<file path="src/rtl/rfphoenix_mcalu_issue_pkg.sv">
// Shared types for the multicycle ALU issue/writeback sequencer.
// Provides the instruction/value/thread-id types, the opcode and function
// codes the classifier recognises, the multicycle class enum with its
// latencies, and the classification, latency and select-key helpers.
package rfphoenix_mcalu_issue_pkg;

   typedef logic [31:0] Value;
   typedef logic [3:0]  Tid;
   typedef logic [4:0]  McLat;
   typedef logic [19:0] McKey;

   typedef struct packed {
      logic [7:0] func;
      logic [5:0] Rb;
      logic [5:0] Ra;
      logic [5:0] Rt;
      logic [5:0] opcode;
   } Instruction;

   localparam logic [5:0] OP_R1   = 6'h01;
   localparam logic [5:0] OP_R2   = 6'h02;
   localparam logic [5:0] OP_ADDI = 6'h04;
   localparam logic [5:0] OP_MULI = 6'h06;
   localparam logic [5:0] OP_FMA  = 6'h10;
   localparam logic [5:0] OP_FMS  = 6'h11;
   localparam logic [5:0] OP_FNMA = 6'h12;
   localparam logic [5:0] OP_FNMS = 6'h13;

   localparam logic [7:0] FN_ADD      = 8'h04;
   localparam logic [7:0] FN_MUL      = 8'h06;
   localparam logic [7:0] FN_FADD     = 8'h20;
   localparam logic [7:0] FN_FSUB     = 8'h21;
   localparam logic [7:0] FN_FMUL     = 8'h22;
   localparam logic [7:0] FN_I2F      = 8'h30;
   localparam logic [7:0] FN_F2I      = 8'h31;
   localparam logic [7:0] FN_FTRUNC   = 8'h32;
   localparam logic [7:0] FN_FRSQRTE  = 8'h40;
   localparam logic [7:0] FN_FRES     = 8'h41;
   localparam logic [7:0] FN_FSIGMOID = 8'h42;

   typedef enum logic [2:0] {MC_NONE, MC_MUL, MC_FMA, MC_CVT, MC_EST} McClass;

   localparam McLat MCALU_LAT_MUL = 5'd8;
   localparam McLat MCALU_LAT_FMA = 5'd8;
   localparam McLat MCALU_LAT_CVT = 5'd8;
   localparam McLat MCALU_LAT_EST = 5'd6;

   function automatic McClass mcalu_class(input Instruction ir);
      McClass c;
      c = MC_NONE;
      case (ir.opcode)
         OP_MULI: c = MC_MUL;
         OP_FMA, OP_FMS, OP_FNMA, OP_FNMS: c = MC_FMA;
         OP_R2:
            case (ir.func)
               FN_MUL: c = MC_MUL;
               FN_FADD, FN_FSUB, FN_FMUL: c = MC_FMA;
               default: c = MC_NONE;
            endcase
         OP_R1:
            case (ir.func)
               FN_I2F, FN_F2I, FN_FTRUNC: c = MC_CVT;
               FN_FRSQRTE, FN_FRES, FN_FSIGMOID: c = MC_EST;
               default: c = MC_NONE;
            endcase
         default: c = MC_NONE;
      endcase
      return c;
   endfunction

   // MC_NONE reports zero: such ops never enter the tracking register.
   function automatic McLat mcalu_lat(input McClass c);
      McLat l;
      case (c)
         MC_MUL:  l = MCALU_LAT_MUL;
         MC_FMA:  l = MCALU_LAT_FMA;
         MC_CVT:  l = MCALU_LAT_CVT;
         MC_EST:  l = MCALU_LAT_EST;
         default: l = 5'd0;
      endcase
      return l;
   endfunction

   // Key driving the ALU output mux selection.
   function automatic McKey mcalu_key(input Instruction ir);
      return {ir.opcode, ir.func, ir.Rb};
   endfunction

endpackage

</file>
<file path="src/rtl/rfphoenix_mcalu_issue_tag_shreg.sv">
// rfphoenix_tag_shreg: LAT_MAX-deep shift register of {valid, tid, rd}
// tags for in-flight multicycle ops, with a variable read tap.
// Ports: clk/rst; push + push_tid/push_rd load stage 0 every cycle;
// tap selects the stage presented on tap_vld/tap_tid/tap_rd.
// An entry read at the tap is consumed: its valid bit does not propagate
// further, so a later switch to a longer tap never sees a stale tag.
module rfphoenix_tag_shreg
   import rfphoenix_mcalu_issue_pkg::*;
#(
   parameter int LAT_MAX = 16,
   parameter int RDW     = 6
) (
   input  logic                       clk,
   input  logic                       rst,
   input  logic                       push,
   input  Tid                         push_tid,
   input  logic [RDW-1:0]             push_rd,
   input  logic [$clog2(LAT_MAX)-1:0] tap,
   output logic                       tap_vld,
   output Tid                         tap_tid,
   output logic [RDW-1:0]             tap_rd
);
   localparam int TAPW = $clog2(LAT_MAX);

   typedef struct packed {
      logic           vld;
      Tid             tid;
      logic [RDW-1:0] rd;
   } tag_t;

   tag_t stage_q [LAT_MAX];

   always_ff @(posedge clk) begin
      if (rst) begin
         for (int i = 0; i < LAT_MAX; i++) stage_q[i] <= '0;
      end else begin
         stage_q[0].vld <= push;
         stage_q[0].tid <= push_tid;
         stage_q[0].rd  <= push_rd;
         for (int i = 1; i < LAT_MAX; i++) begin
            stage_q[i].vld <= stage_q[i-1].vld && (tap != TAPW'(i-1));
            stage_q[i].tid <= stage_q[i-1].tid;
            stage_q[i].rd  <= stage_q[i-1].rd;
         end
      end
   end

   assign tap_vld = stage_q[tap].vld;
   assign tap_tid = stage_q[tap].tid;
   assign tap_rd  = stage_q[tap].rd;

endmodule

</file>
<file path="src/rtl/rfphoenix_mcalu_issue.sv">
// rfphoenix_mcalu_issue: issue and writeback sequencer for the multicycle ALU.
// Ports: req_* valid/ready request (ir, operands a/b/c/imm, tid, rd);
// alu_* registered operands/instruction to the ALU, alu_o its result;
// res_* one-cycle result strobe with value, tid, rd and error flag
// (no backpressure); busy = ops in flight.
// The instruction register is only reloaded when the ALU output mux
// selection stays compatible with everything still in flight.
module rfphoenix_mcalu_issue
   import rfphoenix_mcalu_issue_pkg::*;
#(
   parameter int LAT_MAX = 16,
   parameter int RDW     = 6
) (
   input  logic           clk,
   input  logic           rst,
   input  logic           req_valid,
   output logic           req_ready,
   input  Instruction     req_ir,
   input  Value           req_a,
   input  Value           req_b,
   input  Value           req_c,
   input  Value           req_imm,
   input  Tid             req_tid,
   input  logic [RDW-1:0] req_rd,
   output Instruction     alu_ir,
   output Value           alu_a,
   output Value           alu_b,
   output Value           alu_c,
   output Value           alu_imm,
   input  Value           alu_o,
   output logic           res_valid,
   output Value           res_val,
   output Tid             res_tid,
   output logic [RDW-1:0] res_rd,
   output logic           res_err,
   output logic           busy
);
   localparam int TAPW = $clog2(LAT_MAX);
   localparam int CW   = $clog2(LAT_MAX + 1);

   typedef enum logic [1:0] {S_IDLE, S_RUN, S_ERR} state_t;

   state_t         state, state_nx;
   logic [CW-1:0]  cnt, cnt_nx;
   Tid             err_tid;
   logic [RDW-1:0] err_rd;

   McClass         req_cls;
   McLat           req_lat, held_lat;
   logic           key_eq, lat_eq, drain, accept, acc_mc;
   logic           tap_vld;
   Tid             tap_tid;
   logic [RDW-1:0] tap_rd;

   assign req_cls  = mcalu_class(req_ir);
   assign req_lat  = mcalu_lat(req_cls);
   assign held_lat = mcalu_lat(mcalu_class(alu_ir));
   assign key_eq   = mcalu_key(req_ir) == mcalu_key(alu_ir);
   assign lat_eq   = req_lat == held_lat;
   // The last in-flight op retires on this edge, so the held key is free
   // to change without waiting an extra cycle in IDLE.
   assign drain    = tap_vld && (cnt == CW'(1)) && (req_cls != MC_NONE);

   always_comb begin
      req_ready = 1'b0;
      case (state)
         S_IDLE:  req_ready = 1'b1;
         S_RUN:   req_ready = key_eq || (lat_eq && (cnt < CW'(LAT_MAX - 1))) || drain;
         default: req_ready = 1'b0;
      endcase
   end

   assign accept = req_valid && req_ready;
   assign acc_mc = accept && (req_cls != MC_NONE);
   assign cnt_nx = cnt + CW'(acc_mc) - CW'(tap_vld);

   always_comb begin
      state_nx = state;
      case (state)
         S_IDLE:  if (accept) state_nx = acc_mc ? S_RUN : S_ERR;
         S_RUN:   if (cnt_nx == '0) state_nx = S_IDLE;
         default: state_nx = S_IDLE;
      endcase
   end

   // Issue stage: operands and instruction presented to the ALU
   always_ff @(posedge clk) begin
      if (rst) begin
         state   <= S_IDLE;
         cnt     <= '0;
         alu_ir  <= '0;
         alu_a   <= '0;
         alu_b   <= '0;
         alu_c   <= '0;
         alu_imm <= '0;
         err_tid <= '0;
         err_rd  <= '0;
      end else begin
         state <= state_nx;
         cnt   <= cnt_nx;
         if (acc_mc) begin
            alu_ir  <= req_ir;
            alu_a   <= req_a;
            alu_b   <= req_b;
            alu_c   <= req_c;
            alu_imm <= req_imm;
         end
         if (accept && !acc_mc) begin
            err_tid <= req_tid;
            err_rd  <= req_rd;
         end
      end
   end

   rfphoenix_tag_shreg #(
      .LAT_MAX (LAT_MAX),
      .RDW     (RDW)
   ) u_tags (
      .clk      (clk),
      .rst      (rst),
      .push     (acc_mc),
      .push_tid (req_tid),
      .push_rd  (req_rd),
      .tap      (TAPW'(held_lat)),
      .tap_vld  (tap_vld),
      .tap_tid  (tap_tid),
      .tap_rd   (tap_rd)
   );

   // Writeback stage: ERR reports the latched non-multicycle op
   assign res_err   = state == S_ERR;
   assign res_valid = res_err || tap_vld;
   assign res_val   = res_err ? '0 : alu_o;
   assign res_tid   = res_err ? err_tid : tap_tid;
   assign res_rd    = res_err ? err_rd : tap_rd;
   assign busy      = cnt != '0;

endmodule

</file>
<file path="config.mk">
export PLATFORM = sky130hd
export DESIGN_NAME = rfphoenix_mcalu_issue
export DESIGN_NICKNAME = d
export VERILOG_FILES = /design/src/rtl/rfphoenix_mcalu_issue_pkg.sv /design/src/rtl/rfphoenix_mcalu_issue_tag_shreg.sv /design/src/rtl/rfphoenix_mcalu_issue.sv
export SDC_FILE = /design/constraint.sdc
export NUM_CORES = 1
export LEC_CHECK = 0
export ABC_AREA = 1
export BUFFER_PORTS_ARGS = -buffer_cell sky130_fd_sc_hd__clkbuf_2
export CAP_MARGIN = 5
export CELL_PAD_IN_SITES_DETAIL_PLACEMENT = 0
export CELL_PAD_IN_SITES_GLOBAL_PLACEMENT = 1
export CORE_ASPECT_RATIO = 0.8
export CORE_MARGIN = 4
export CORE_UTILIZATION = 36
export DETAILED_ROUTE_END_ITERATION = 6
export MAX_ROUTING_LAYER = met4
export PLACE_DENSITY_LB_ADDON = 0.1
export SYNTH_ARGS = -nofsm -noshare
export SYNTH_HDL_FRONTEND = slang
export SYNTH_SLANG_ARGS = --single-unit
</file>
<file path="constraint.sdc">
create_clock -name clk -period 5.45 [get_ports clk]
set_input_delay 1.09 -clock clk [delete_from_list [all_inputs] [get_ports clk]]
set_output_delay 1.09 -clock clk [all_outputs]
set_load 0.005 [all_outputs]
</file>
==> results.toml, run 1 <==
[clock_network]
clockBufferDepth = 3
cts_tree = "yes"
ctsResizeCount = 0
cts_root_buffer = "clkbuf_16"
clock-sinks = 276
post-cts-setup-buffer-count = 0
clk_pin_slew_ns = 0.06
htreeDepth = 1
clk_latency_ns = 0.55
cts_hold_buf = 0
cts_inserted_buffers = 30

[synthesis]
synth-main-ff-cell = "dfxtp_1"
async_flop_share = 0
synth-seq-area-share = 0.488
synth_nets = 1899
yosys_warnings = 0
yosysTopAreaCell = "dfxtp_1"
synth_area_um2 = 11300
syn_inst = 1685
synth_top_area_share = 0.488
synth.area.top_cells = "dfxtp_1 (49%), nor2_1 (17%), nand2_1 (13%), inv_1 (11%), buf_6 (1.6%)"
synth-edff-count = 0
ys_seq_elements = 276
synth_area_per_cell_um2 = 6.72
synthDistinctLibCells = 32

[floorplan]
die_height_um = 167
ios = 411
rows = 57
placeableCoreArea_um2 = 30700
initial_core_util = 0.369
fp.dieW_um = 206
die_area_um2 = 34400

[grt]
grt_antenna_before_repair = 0
grt_util_all_layers = 0.178
grt_pass1_vias = 9319
grt_max_degree = 228
grt_first_pass_wirelength_mm = 49.4
grt-ovfl-total = 0

[sta]
period_minus_slack_ns = 4.03
hold-worst-slack_ns = 0.397
worstMarginPinSlew_ns = 1.10
worst_slack_ns = 1.42
slew_viol_final = 0
skew_ns = 0.0145
rsz0062_at_grt = "false"
clock.fmax_ghz = 0.248
finalHoldViolCount = 0
max_slew_margin = 0.268
setup-violations-final = 0
setup_tns_ns = 0
post-route-period-util = 0.739

[placed_design]
place_congestion = 0.818
post-place-ws_ns = 1.18
io_buffers = 410
dp_hpwl_mm = 22.7

[worst_setup_path]
cp-end-kind = "flop"
ff2ff_path_depth = 15
r2r_start = "alu_ir[4]$_SDFFE_PP0P_"
r2r-end = "alu_ir[6]$_SDFFE_PP0P_"
crit_fanout = 227
crit_required_ns = 5.88
r2r_slack_ns = 1.42
worstSetupPathType = "flop to flop"
cp-start-kind = "flop"
critPathArrivalTime_ns = 4.46

[outcome]
status = "complete, no violations"

[hold_path]
hp-class = "flop to flop"
min_from = "u_tags.stage_q[3][4]$_SDFF_PP0_"
min_delay_path_depth = 2
whs_endpoint = "u_tags.stage_q[4][4]$_SDFF_PP0_"

[drt]
dr.pass1.iters = 5
via_per_inst = 4.09
ant_nets = 0
wl_mm = 31.6
drc = 0
drt_iter0_markers = 637
routed-via-count = 10200
wl_per_cell_um = 12.7

[pwr]
peakVddDrop_mv = 0.201
p_per_area_nw_per_um2 = 323
power_mw = 4.69
p_leak_nw = 8.20

[final_layout]
layout.nets = 2268
num_antenna_cells = 0
final_common_cell = "nor2_1"
area_growth_pct = 28.0
drive_above_1_share = 0.233
final_cell_mix = "nor2_1 (498), clkbuf_2 (409), nand2_1 (383)"

[job]
maxCapViolCount = 0
==> worst max path at each step <==
stage                                   end  slack, ns  cells past startpoint                    from
floorplan             state[0]$_SDFFE_PP0P_       1.54                     27              req_ir[31]
global placement     alu_b[24]$_SDFFE_PP0P_       1.24                     15               req_ir[2]
detailed placement  alu_ir[14]$_SDFFE_PP0P_       1.18                     15               req_ir[2]
CTS                  alu_a[12]$_SDFFE_PP0P_       1.41                     15  alu_ir[4]$_SDFFE_PP0P_
global route        alu_imm[5]$_SDFFE_PP0P_       1.02                     15  alu_ir[4]$_SDFFE_PP0P_
finish               alu_ir[6]$_SDFFE_PP0P_       1.42                     15  alu_ir[4]$_SDFFE_PP0P_
==> registers in the layout (all words and copies together), names as in the netlist <==
signal / flops
err_rd: 6
cnt: 5
alu_b: 32
state: 2
err_tid: 4
alu_c: 32
alu_a: 32
alu_ir: 32
u_tags.stage_q: 99
alu_imm: 32
==> synthesized netlist by cell type (all sizes together) (2+ instances only) <==
master,n
a21oi,33
buf,44
clkbuf,35
dfxtp,276
ha,8
inv,330
nand2,383
nand3,25
nand4,8
nor2,502
nor3,5
o21ai,12
or2,2
xnor2,6
xor2,9
==> layout make-up <==
type	count	area (um^2)
Clock inverter	9	120
Sequential cell	276	5530
Fill cell	3239	16200
Multi-Input combinational cell	999	4090
Tap cell	413	517
Timing Repair Buffer	416	2110
Inverter	331	1250
Clock buffer	43	891
==> where the power goes <==
| group | switching, mW | internal [mW] | leakage, nW | total (mW) |
|---|---|---|---|---|
| Combinational | 0.298 | 0.211 | 5.46 | 0.509 |
| Sequential | 0.0348 | 2.09 | 2.24 | 2.12 |
| Clock | 0.798 | 1.26 | 0.504 | 2.06 |
| Total | 1.13 | 3.56 | 8.20 | 4.69 |
==> stage by stage <==
stage | utilization | instance area, um^2 | cells
2_1_floorplan | - | 11300 | 1685
3_3_place_gp | 0.440 | 13500 | 2435
3_5_place_dp | 0.440 | 13500 | 2435
4_1_cts | 0.473 | 14500 | 2487
5_1_grt | 0.473 | 14500 | 2487
6_report | 0.473 | 14500 | 2487
==> critical path: stages, from the launching register on <==
cell and delay (ns):
dfxtp_1 0.37, nor2_2 0.18, nand2_1 0.08, nor2_2 0.15, nand3_1 0.46, or2_1 0.39, nand2_1 0.10, nor2_2 0.06
nand2_1 0.07, nand3_2 0.10, nand4_4 0.09, buf_4 0.73, buf_12 0.72, nand2_1 0.10, nand2_1 0.09, nor2_1 0.06
==> cell families (layout without fill, tap and decap cells) <==
kind of cell	Yosys count	count (layout)	share of synthesized area
AO/OA/AOI/OAI	48	48	0.0219
XOR/XNOR	15	15	0.0116
adder cells (fa/ha/maj)	9	9	0.0106
buffers and inverters	410	799	0.152
flip-flops	276	276	0.488
AND/OR/NAND/NOR	927	927	0.316
==> per-layer routing <==
| layer | GRT usage | up-vias | wire (um) |
|---|---|---|---|
| li1 | - | 5553 | - |
| met1 | 0.245 | 4297 | 15100 |
| met2 | 0.272 | 294 | 13500 |
| met3 | 0.0439 | 37 | 2500 |
| met4 | 0.0301 | 0 | 501 |
| met5 | - | - | 0 |
Note: power is estimated with default switching activity, not from simulation.
==> inputs of run 2 (changes only) <==
--- a/config.mk
+++ b/config.mk
@@ -12,7 +12,7 @@
 export CELL_PAD_IN_SITES_GLOBAL_PLACEMENT = 1
 export CORE_ASPECT_RATIO = 0.8
 export CORE_MARGIN = 4
-export CORE_UTILIZATION = 36
+export CORE_UTILIZATION = 30
 export DETAILED_ROUTE_END_ITERATION = 6
 export MAX_ROUTING_LAYER = met4
 export PLACE_DENSITY_LB_ADDON = 0.1
==> constraint.sdc (replaced) <==
create_clock -name clk -period 3.38 [get_ports clk]
set_input_delay 0.676 -clock clk [delete_from_list [all_inputs] [get_ports clk]]
set_output_delay 0.676 -clock clk [all_outputs]
set_load 0.005 [all_outputs]
==> run 2 against run 1 <==
  * First-iteration DRC count decreased by 21%
  * Core utilization decreased by 7.2 points
  * Combinational power increased by 68%
  * Register-to-register slack got worse by 1.1 ns
  * Largest cell class unchanged
  * Total power increased by 63%
  * Critical path depth decreased by 7
  * Sequential cell count unchanged
  * Sequential power increased by 61%
  * Largest power group unchanged
  * Final area increased by 2.8%
  * Setup slack got worse by 1.2 ns
  * Worst hold slack got worse by 0.081 ns
  * Die area increased by 19%
==> results.toml, run 2 (same netlist as run 1, synthesis figures left out) <==
[floorplan]
ios = 411
die_area_um2 = 41000
fp.dieW_um = 225
die_height_um = 182
rows = 63
initial_core_util = 0.305
placeableCoreArea_um2 = 37200

[final_layout]
final_common_cell = "nor2_1"
largest_register = "u_tags.stage_q"
stdcell_area_um2 = 14900
fill_cells = 4057
final_cell_mix = "nor2_1 (493), clkbuf_2 (409), nand2_1 (383)"
fin_util = 0.401
drive_above_1_share = 0.256
layout.nets = 2297
seq_area_um2 = 5540
largest_reg_flops = 99
area_growth_pct = 31.6
multi_input_area_um2 = 4160

[sta]
worstMarginPinSlew_ns = 1.18
post-route-period-util = 0.923
clock.fmax_ghz = 0.321
max_slew_margin = 0.212
worst_slack_ns = 0.260
rsz0062_at_grt = "false"
period_minus_slack_ns = 3.12
skew_ns = 0.0134
finalHoldViolCount = 0
setup_tns_ns = 0
setup-violations-final = 0
slew_viol_final = 0

[placed_design]
dp_hpwl_mm = 24.4
place_congestion = 0.803
io_buffers = 410
placed_area_um2 = 13800
post-place-ws_ns = -0.151

[worst_setup_path]
cp-end-kind = "output port"
crit_path_start = "state[1]$_SDFFE_PP0P_"
crit_required_ns = 2.70
critPathMaxStageDelay_ns = 0.45
worstPathCellList = "clkinv_1, nor2_4, buf_4, a21oi_1, o21ai_0, a21oi_1, a21oi_1, clkbuf_2"
cp_common_cell = "a21oi_1"
r2r_slack_ns = 0.29
critPathArrivalTime_ns = 2.44
worstSetupPathType = "flop to output port"
r2r_start = "alu_ir[4]$_SDFFE_PP0P_"
crit_fanout = 18
cp_slowest_cell = "nor2_4"
cp-start-kind = "flop"

[outcome]
status = "complete, no violations"

[grt]
grt_first_pass_wirelength_mm = 52.1
grt_antenna_before_repair = 1
grt-ovfl-total = 0
grt_max_degree = 271
grt_pass1_vias = 9762
grt_util_all_layers = 0.160

[clock_network]
clk_latency_ns = 0.57
clk_pin_slew_ns = 0.06
cts_tree = "yes"
clockBufferDepth = 3
cts_inserted_buffers = 31
clock-sinks = 276
cts_root_buffer = "clkbuf_16"
htreeDepth = 1

[pwr]
p_leak_nw = 8.35
combPwrFrac = 0.112
switching_power_mw = 1.91
p_sw_frac = 0.250
power_mw = 7.65
p_seq_frac = 0.447
peakVddDrop_mv = 0.324
p_per_area_nw_per_um2 = 513
p_clk_frac = 0.441
p_int_mw = 5.73

[drt]
routed-via-count = 10300
dr.pass1.iters = 4
via_per_inst = 3.99
drt_iter0_markers = 504
wl_per_cell_um = 13.0
ant_nets = 0
drc = 0
wl_mm = 33.6

[hold_path]
min_from = "req_rd[1]"
hp-class = "primary input to flop"

[job]
maxCapViolCount = 0
==> run 2: cell types whose count changed in the layout (fill, tap and decap cells not counted), sizes merged <==
cell	before	now
diode	0	1
clkinvlp	0	1
clkinv	7	6
bufinv	3	2
clkbuf	452	454
buf	7	35
inv	330	332
==> run 2: path summary, 6_finish.rpt <==
path,to,depth (start not counted)
setup reg to reg,state[0]$_SDFFE_PP0P_,23
hold reg to reg,u_tags.stage_q[8][8]$_SDFF_PP0_,2
hold / removal,u_tags.stage_q[0][1]$_SDFF_PP0_,3
setup / recovery,res_rd[2],8
==> run 2: metrics by stage <==
stage	std cells	hold slack (ns)
final	2593	0.317
after global routing	2593	0.291
after CTS	2590	0.278
after detailed placement	2535	0.392
after global placement	2535	0.389
after floorplan	1685	0.388
==> run 2: final cells by class <==
cell class / count / share of cell area
multi-input cells: 999 / 0.279
clock buffers: 45 / 0.0609
flip-flops and latches: 276 / 0.372
clock inverters: 10 / 0.00764
diodes: 1 / 0.000168
well taps: 487 / 0.0409
repair buffers: 444 / 0.156
inverters: 331 / 0.0837
==> run 2: repair_timing <==
action | 4_1_cts | 5_1_grt
hold buffers | 0 | 0
setup endpoints to repair | 0 | 20
buffers inserted | 0 | 2
gates resized for setup | 0 | 21
==> run 2: power by group through the flow <==
stage                     combinational, mW  clock (mW)  sequential, mW
after floorplan                       0.467           0            3.49
after global placement                0.869           0            3.49
after detailed placement              0.867           0            3.49
after CTS                             0.873        3.52            3.42
after global routing                  0.987        3.64            3.43
final                                 0.857        3.37            3.42
==> run 2: critical path: cells and delay by family (launching register included) <==
| kind | cells | cell delay (ns) |
|---|---|---|
| buf+inv | 3 | 0.72 |
| simple gates | 1 | 0.45 |
| flops | 1 | 0.31 |
| compound gates | 4 | 0.40 |
==> run 2: per-layer routing <==
layer / track usage / wire (um) / vias to the layer above
met4: 0.0404 / 855 / 0
met5: - / 0 / -
met3: 0.0398 / 2090 / 50
li1: - / - / 5602
met1: 0.218 / 16400 / 4462
met2: 0.239 / 14300 / 228
